<file path="src/rtl/zigzag_buffer_if.sv">
// Coefficient-stream bundle for zigzag_buffer: MDCT-side input plus the
// valid/ready zigzag output toward the quantizer.
interface zigzag_buffer_if #(
    parameter int DW = 12
);
    logic [DW-1:0] dcti;
    logic          idv;
    logic [DW-1:0] zzo;
    logic          odv;
    logic          ordy;
    logic          osob;
    logic          ovf;

    modport master (
        output dcti, idv, ordy,
        input  zzo, odv, osob, ovf
    );

    modport slave (
        input  dcti, idv, ordy,
        output zzo, odv, osob, ovf
    );
endinterface

</file>
<file path="src/rtl/zigzag_buffer.sv">
// Ping-pong 8x8 block buffer: raster-order coefficients in, JPEG zigzag order out.
// Define ZZ_TRANSPOSE_EN for column-major input (write address col*8+row).
module zigzag_buffer #(
    parameter int DW = 12
) (
    input  logic              clk,
    input  logic              rst,
    zigzag_buffer_if.slave    bus
);

    typedef enum logic {
        S_IDLE   = 1'b0,
        S_STREAM = 1'b1
    } rd_state_t;

    localparam logic [5:0] ZZ_TABLE [0:63] = '{
        6'd0,  6'd1,  6'd8,  6'd16, 6'd9,  6'd2,  6'd3,  6'd10,
        6'd17, 6'd24, 6'd32, 6'd25, 6'd18, 6'd11, 6'd4,  6'd5,
        6'd12, 6'd19, 6'd26, 6'd33, 6'd40, 6'd48, 6'd41, 6'd34,
        6'd27, 6'd20, 6'd13, 6'd6,  6'd7,  6'd14, 6'd21, 6'd28,
        6'd35, 6'd42, 6'd49, 6'd56, 6'd57, 6'd50, 6'd43, 6'd36,
        6'd29, 6'd22, 6'd15, 6'd23, 6'd30, 6'd37, 6'd44, 6'd51,
        6'd58, 6'd59, 6'd52, 6'd45, 6'd38, 6'd31, 6'd39, 6'd46,
        6'd53, 6'd60, 6'd61, 6'd54, 6'd47, 6'd55, 6'd62, 6'd63
    };

    // Both banks share one array; the bank bit is the address MSB.
    logic [DW-1:0] r_mem [0:127];

    // Write side
    logic       r_wbank;
    logic [5:0] r_wcnt;
    logic [1:0] r_full;
    logic       r_ovf;

    // Read side: fetch pointer (r_fbank/r_rcnt) runs ahead of the release pointer
    logic       r_fbank;
    logic       r_rbank;
    logic [5:0] r_rcnt;
    rd_state_t  r_state;
    rd_state_t  w_state_next;

    // RAM read register stage, then output register stage
    logic [DW-1:0] r_pdata;
    logic          r_pvld;
    logic          r_psob;
    logic          r_plast;
    logic [DW-1:0] r_zzo;
    logic          r_odv;
    logic          r_osob;
    logic          r_olast;

    logic [5:0] w_waddr;
    logic       w_release;
    logic       w_accept;
    logic       w_wlast;
    logic       w_out_adv;
    logic       w_pipe_adv;
    logic       w_fetch;

`ifdef ZZ_TRANSPOSE_EN
    assign w_waddr = {r_wcnt[2:0], r_wcnt[5:3]};
`else
    assign w_waddr = r_wcnt;
`endif

    assign w_release  = r_odv & bus.ordy & r_olast;
    // A bank being released this cycle may take a write in the same cycle
    assign w_accept   = bus.idv & (~r_full[r_wbank] | (w_release & (r_rbank == r_wbank)));
    assign w_wlast    = w_accept & (r_wcnt == 6'd63);
    assign w_out_adv  = ~r_odv | bus.ordy;
    assign w_pipe_adv = ~r_pvld | w_out_adv;

    // ------------------------------------------------------------------
    // Block RAM: registered read, read enable doubles as the stall hold
    // ------------------------------------------------------------------
    always_ff @(posedge clk) begin
        if (w_accept) begin
            r_mem[{r_wbank, w_waddr}] <= bus.dcti;
        end
        if (w_fetch) begin
            r_pdata <= r_mem[{r_fbank, ZZ_TABLE[r_rcnt]}];
        end
    end

    // ------------------------------------------------------------------
    // Write side
    // ------------------------------------------------------------------
    always_ff @(posedge clk or negedge rst) begin
        if (!rst) begin
            r_wbank <= 1'b0;
            r_wcnt  <= 6'd0;
            r_ovf   <= 1'b0;
        end else begin
            if (w_accept) begin
                r_wcnt <= r_wcnt + 6'd1;
                if (r_wcnt == 6'd63) begin
                    r_wbank <= ~r_wbank;
                end
            end else if (bus.idv) begin
                r_ovf <= 1'b1;
            end
        end
    end

    generate
        for (genvar gi = 0; gi < 2; gi++) begin : g_full
            always_ff @(posedge clk or negedge rst) begin
                if (!rst) begin
                    r_full[gi] <= 1'b0;
                end else begin
                    if (w_release && (r_rbank == 1'(gi))) begin
                        r_full[gi] <= 1'b0;
                    end
                    if (w_wlast && (r_wbank == 1'(gi))) begin
                        r_full[gi] <= 1'b1;
                    end
                end
            end
        end
    endgenerate

    // ------------------------------------------------------------------
    // Read FSM
    // ------------------------------------------------------------------
    always_ff @(posedge clk or negedge rst) begin
        if (!rst) begin
            r_state <= S_IDLE;
        end else begin
            r_state <= w_state_next;
        end
    end

    always_comb begin
        w_state_next = r_state;
        w_fetch      = 1'b0;
        case (r_state)
            S_IDLE: begin
                if (r_full[r_fbank]) begin
                    w_state_next = S_STREAM;
                    w_fetch      = w_pipe_adv;
                end
            end
            S_STREAM: begin
                // Fetching the next bank while the current one drains avoids a bubble
                w_fetch = r_full[r_fbank] & w_pipe_adv;
                if (w_release && !r_full[~r_rbank]) begin
                    w_state_next = S_IDLE;
                end
            end
            default: begin
                w_state_next = S_IDLE;
            end
        endcase
    end

    // ------------------------------------------------------------------
    // Fetch pointer and two-stage output pipeline
    // ------------------------------------------------------------------
    always_ff @(posedge clk or negedge rst) begin
        if (!rst) begin
            r_fbank <= 1'b0;
            r_rbank <= 1'b0;
            r_rcnt  <= 6'd0;
            r_pvld  <= 1'b0;
            r_psob  <= 1'b0;
            r_plast <= 1'b0;
            r_zzo   <= '0;
            r_odv   <= 1'b0;
            r_osob  <= 1'b0;
            r_olast <= 1'b0;
        end else begin
            if (w_fetch) begin
                r_rcnt <= r_rcnt + 6'd1;
                if (r_rcnt == 6'd63) begin
                    r_fbank <= ~r_fbank;
                end
            end
            if (w_release) begin
                r_rbank <= ~r_rbank;
            end
            if (w_pipe_adv) begin
                r_pvld  <= w_fetch;
                r_psob  <= w_fetch & (r_rcnt == 6'd0);
                r_plast <= w_fetch & (r_rcnt == 6'd63);
            end
            if (w_out_adv) begin
                r_odv   <= r_pvld;
                r_osob  <= r_pvld & r_psob;
                r_olast <= r_pvld & r_plast;
                if (r_pvld) begin
                    r_zzo <= r_pdata;
                end
            end
        end
    end

    assign bus.zzo  = r_zzo;
    assign bus.odv  = r_odv;
    assign bus.osob = r_osob;
    assign bus.ovf  = r_ovf;

endmodule

</file>
<file path="src/flat_wrapper.sv">
// flat-port wrapper written by rule: the top's interface ports become plain ports
module zigzag_buffer_flat 
#(
    parameter int DW = 12
)
  (clk, rst, bus_dcti, bus_idv, bus_ordy, bus_zzo, bus_odv, bus_osob, bus_ovf);
  zigzag_buffer_if #(.DW(DW)) bus_i ();
  input  logic clk;
  input  logic rst;
  input wire logic [$bits(bus_i.dcti)-1:0] bus_dcti;
  input wire logic [$bits(bus_i.idv)-1:0] bus_idv;
  input wire logic [$bits(bus_i.ordy)-1:0] bus_ordy;
  output wire logic [$bits(bus_i.zzo)-1:0] bus_zzo;
  output wire logic [$bits(bus_i.odv)-1:0] bus_odv;
  output wire logic [$bits(bus_i.osob)-1:0] bus_osob;
  output wire logic [$bits(bus_i.ovf)-1:0] bus_ovf;
  assign bus_i.dcti = bus_dcti;
  assign bus_i.idv = bus_idv;
  assign bus_i.ordy = bus_ordy;
  assign bus_zzo = bus_i.zzo;
  assign bus_odv = bus_i.odv;
  assign bus_osob = bus_i.osob;
  assign bus_ovf = bus_i.ovf;
  zigzag_buffer #(.DW(DW)) u_core (.clk(clk), .rst(rst), .bus(bus_i));
endmodule
</file>
<file path="config.mk">
export PLATFORM = sky130hd
export DESIGN_NAME = zigzag_buffer_flat
export DESIGN_NICKNAME = d
export VERILOG_FILES = /design/src/rtl/zigzag_buffer_if.sv /design/src/rtl/zigzag_buffer.sv /design/src/flat_wrapper.sv
export SDC_FILE = /design/constraint.sdc
export NUM_CORES = 2
export LEC_CHECK = 0
export CAP_MARGIN = 20
export CORE_MARGIN = 10
export CORE_UTILIZATION = 40
export DETAILED_ROUTE_END_ITERATION = 16
export SLEW_MARGIN = 20
export SYNTH_ARGS = -nofsm -noshare
export SYNTH_HDL_FRONTEND = slang
export SYNTH_SLANG_ARGS = --single-unit
</file>
<file path="constraint.sdc">
create_clock -name clk -period 3.2 [get_ports clk]
set_input_delay 0.64 -clock clk [delete_from_list [all_inputs] [get_ports clk]]
set_output_delay 0.64 -clock clk [all_outputs]
set_load 0.02 [all_outputs]
</file>
# Word level (Yosys, flattened, before mapping)

Memories as Yosys holds them, arrays and structs flattened. A register that Yosys moved wholly into a read port is not among the register bits.
Cells that the tools add are included.

Bits in writable memories: 1536
Output and inout bits: 15
Logic and storage cells: 81
Bits of input ports: 16
ROM bits: 384
Memories: 2
Flip-flop bits (word level): 37

Magnitude comparators: 4
Reductions and logical operators: 13
Muxes and demuxes: 19
Add/subtract/negate cells: 2
Equal/unequal tests: 3
Bitwise gates (word level): 22

Memories:

| memory           | depth | bits a word | rd ports | clocked after Yosys merged registers in | wr ports | line                | text |
|---|---|---|---|---|---|---|---|
| u_core.r_mem     | 128   | 12          | 1        | 1                                       | 1        | zigzag_buffer.sv:28 | `logic [DW-1:0] r_mem [0:127];` |
| (name not given) | 64    | 6           | 1        | 0                                       | 0        | zigzag_buffer.sv:82 | `r_pdata <= r_mem[{r_fbank, ZZ_TABLE[r_rcnt]}];` |

Operator list:

| cell                                                       | count |
|---|---|
| 2-to-1 mux 1 bit                                           | 15 |
| adder 6 x 1 -> 6 bit, second input constant                | 2 |
| equality test 6 bit, second input constant                 | 2 |
| 2-to-1 mux 6 bit                                           | 2 |
| AND 1 bit                                                  | 10 |
| NOT 1 bit                                                  | 8 |
| AND reduction 2 bit                                        | 4 |
| greater-or-equal comparator 7 bit, second input constant   | 1 |
| NOT 6 -> 7 bit                                             | 1 |
| logical NOT 6 bit                                          | 1 |
| less-than comparator 1 x 2 -> 1 bit, second input constant | 3 |
| logical AND 1 bit                                          | 5 |
| case mux 1 bit (2 select lines)                            | 2 |
| nonzero test 2 bit                                         | 2 |
| OR 1 bit                                                   | 3 |
| equality test 1 bit                                        | 1 |
| logical NOT 1 bit                                          | 1 |

# Longest topological paths before layout

Depth after elaboration: 8
Gate-level depth with buffers: 17
Depth with buffers taken out: 13

# Least setup slack after synthesis

OpenSTA, ideal clock, no wires.

Path type: register -> register
From: reg u_core.r_rcnt[0]
To: reg u_core.r_pdata[0] (read register of u_core.r_mem) (data pin)
Stages on the path, launching flop included: 13
Required time: 2.937 ns
Setup slack: -0.056 ns
Arrival time: 2.992 ns
Clock period less this slack: 3.256 ns
Setup time: 0.263 ns
Buffers on the path: 4
Cells stage by stage: dfrtp_1 -> buf_2 -> inv_1 -> ha_1 -> mux4_1 -> o2111ai_2 -> nand2b_1 -> buf_4 -> buf_2 -> clkbuf_1 -> nor2_1 -> nor3_1 -> nor4_2

Cells in the longest elaborated chain, start to end: 4

RTL lines:

| what                                                | line                 | text |
|---|---|---|
| start: declaration                                  | zigzag_buffer.sv:39  | `logic [5:0] r_rcnt;` |
| start signal: assignment                            | zigzag_buffer.sv:174 | `r_rcnt <= r_rcnt + 6'd1;` |
| NOT 6 -> 7 bit (implied by the code)                | zigzag_buffer.sv:82  |  |
| memory read (64 x 6 bit)                            | n/a                  |  |
| 2-to-1 mux 6 bit (implied by the code) (2 in a row) | zigzag_buffer.sv:82  |  |
| end: declaration                                    | zigzag_buffer.sv:44  | `logic [DW-1:0] r_pdata;` |

Every way passes these cells. The select of a mux whose other input is x is not followed.
A chain may end at the register's enable or synchronous reset.

# Final worst setup path

From: reg u_core.r_rcnt[0]
To: reg u_core.r_pdata[8] (read register of u_core.r_mem) (data pin)

The elaborated chain is that of the path after synthesis.

==> impl_results.md <==
* DRT antenna net count at 0
* WP data arrival at 4240 ps
* Critical path, cell by cell: buf_6, buf_4, ha_1, inv_1, mux4_2, o2111ai_4, buf_6, buf_6, nand2_4, nor2_4, buf_12, buf_12, buf_4, nand3_1, o311ai_1, nor3_1, buf_4, nor4_4
* Post-Syn Nets at 4,854
* I/O Buffers at 30
* Clk buf depth at 3
* First-pass GRT wire length at 286,000 µm
* P_leak at 27.8 nW
* Clock Tree Root: clkbuf_16
* Row Count at 146
* CP max-delay cell: mux4_2
* Actual slew at the worst max-slew pin at 1000 ps
* Maxcap violations at 0
* Startpoint Class: flip-flop
* Die Width at 418 µm
* Max rail drop VDD at 0.000526 V
* CTS tree: yes
* Final #Nets at 5,475
* Die height at 418 µm
* RSZ-0062 raised after global routing: yes
* Fill count at 13.1k
* Worst reg2reg path depth at 18
* Die area at 175,000 µm²
* Yosys top cell area share at 0.733
* Area growth syn-to-layout at 27.1%
* GPL Wtd Cong at 0.879
* Clk Latency, worst-skew pair at 810 ps
* Most common library cell in the layout ignoring fill and taps: edfxtp_1
* Post-route DRC at 0
* Most common flop cell mapped by yosys: edfxtp_1
* CTS Sinks at 1,584
* Antenna violations before repair at 1
* Tot Pwr at 54.9 mW
* Gr ovfl total at 0
* Pwr dens at 681 nW/µm²
* Maximum clock rate at 0.277 GHz
* Initial DRC Count at 5,545
* Starting density of the core at 0.401
* Delay-heaviest family, CP: buffers and inverters
* Leading cell types in the layout, fill and taps excluded: edfxtp_1 (1,548), nand2_1 (1,250), nand3_1 (651)
* Hold depth at 1
* Worst-path clk slew at 60 ps
* Share of layout cells above drive strength 1 at 0.229
* Max-slew violation count at 0
* Endpoints failing setup at 12
* DR vias at 43.2k
* Synth area leader: edfxtp_1
* CP Buf/Inv Count at 9
* EDFF count, synth at 1,548
* Vias in the first global route at 41.4k
* Gr usage total at 0.219
* Critical Path Stages at 18
* Type of the tightest min-delay check: in2reg
* Synth Register Bits at 1,584
* CTS Buf Count at 161
* Cells after synthesis at 4,822
* Detailed Route WL at 198,000 µm
* Synth area leaders: edfxtp_1 (73%), nand2_1 (7.4%), nand3_1 (5.8%)
* Final WS setup at -412 ps
* Yosys warns at 0
* Pin count of the biggest net entering global routing at 79
* Ports at 31
* Hold Violations, Final at 0
* Async S/R FF share, synth at 0.0227
* Synthesized cell area at 63,400 µm²
* Worst Path Class, Setup: reg2reg
* Routed len/inst at 25.9 µm
* Placement Setup Slack at -899 ps
* Detailed Routing Iterations Pass 1 at 13
* Detailed Place HPWL at 121,000 µm
* Worst path required time at 3830 ps
* Period minus WS final at 3610 ps
* Violated checks: negative setup slack
* Rel. slew slack at 0.333
* Status: finished with violations
* Sequential share of the synthesized area at 0.747
* Vias per cell at 5.65
* Cell variety after synth at 70
* Slowest stage delay, CP at 490 ps
* Crit. End Element: flip-flop
* CTS HTree Levels at 4
* Core Footprint at 158,000 µm²
* Fin crit share at 1.13
* Max FO, Critical Path at 6
* Setup Skew at 36.4 ps
* Avg Cell Area, Syn at 13.2 µm²
==> synthesized netlist by cell type (16+ instances only) <==
cell / number
mux2_2: 16
buf_4: 61
edfxtp_1: 1548
o22ai_1: 26
clkbuf_1: 107
a31oi_1: 92
nor3_1: 48
a21oi_1: 21
o211ai_1: 26
o21ai_0: 63
nand3_1: 731
o21ai_1: 38
a311oi_1: 46
buf_2: 115
o221ai_1: 46
dfrtp_1: 36
nor2_1: 272
nand4_1: 37
nand2b_1: 19
nand2_1: 1255
and3_1: 27
mux2i_1: 17
buf_6: 19
ha_1: 16
==> stage by stage <==
step | instances | hold WS, ps | setup TNS [ps] | util | instance area [µm²]
floorplan | 4822 | 344 | 0 | - | 63400
global placement | 7253 | 455 | -55980 | 0.455 | 71800
detailed placement | 7253 | 460 | -46510 | 0.455 | 71800
CTS | 7618 | 176 | -3240 | 0.503 | 79400
global route | 7642 | 204 | -4930 | 0.510 | 80600
finish | 7646 | 223 | -4210 | 0.510 | 80600
==> registers in the layout, summed over array words and instances, names as in the netlist, 2 cells and up <==
name / count
u_core.bus.zzo: 12
u_core.r_pdata: 12
u_core.r_full: 2
u_core.r_wcnt: 6
u_core.r_mem: 1536
u_core.r_rcnt: 6
==> cells by family after synthesis <==
family / count (synthesis) / synth area share
DFF: 1584 / 0.747
xor gates and xnor gates: 14 / 0.00193
AOI/OAI and AO/OA: 404 / 0.0445
and+or+nand+nor: 2439 / 0.167
muxes: 41 / 0.00842
buffers and inverters: 324 / 0.0275
adders and majority gates: 16 / 0.00316
==> report_power, final <==
group          switching, mW  internal (mW)  total [mW]
clock network           7.92           10.4        18.3
registers              0.240           23.3        23.6
logic                   7.85           5.13        13.0
==> timing repair <==
item	4_1_cts	5_1_grt
hold buffers	1	0
pin swaps	79	56
resized for setup	294	163
endpoints found under the hold margin	26	0
gates cloned	16	8
setup endpoints to repair	12	12
buffers inserted	60	24
==> worst paths after layout <==
kind,startpoint,to,slack [ps]
worst min register to register,u_core.bus.ovf$_DFFE_PN0P_,u_core.bus.ovf$_DFFE_PN0P_,470
worst max register to register,u_core.r_rcnt[0]$_DFFE_PN0P_,u_core.r_pdata[8]$_DFFE_PP_,-410
worst min-delay path,bus_dcti[9],u_core.r_mem[114][9]$_DFFE_PP_,220
max in group asynchronous,rst,u_core.r_pvld$_DFFE_PN0N_,2070
min in group asynchronous,rst,u_core.r_rbank$_DFFE_PN0P_,480
worst max-delay path,u_core.r_rcnt[0]$_DFFE_PN0P_,u_core.r_pdata[8]$_DFFE_PP_,-410
==> cell type report <==
type	count	area [µm²]	share of cell area
inverters	9	38.8	0.000481
flip-flops and latches	1584	47400	0.588
clock inverters	71	709	0.00880
clock buffers	219	4340	0.0538
repair buffers	772	9270	0.115
well taps	2072	2590	0.0322
multi-input cells	2915	16200	0.201
diodes	4	10.0	0.000124
==> layer usage <==
metal  global-route usage  wire length [µm]  part of all wire  up-vias
met5                    0                13          0.000066        -
met4               0.0875              8230             0.042        2
met3               0.0378             16400             0.083      378
met2                0.350             92900              0.47     2118
met1                0.298             80200              0.41    21700
li1                     -                 -                 -    19000
(Power assumes the default switching activity.)
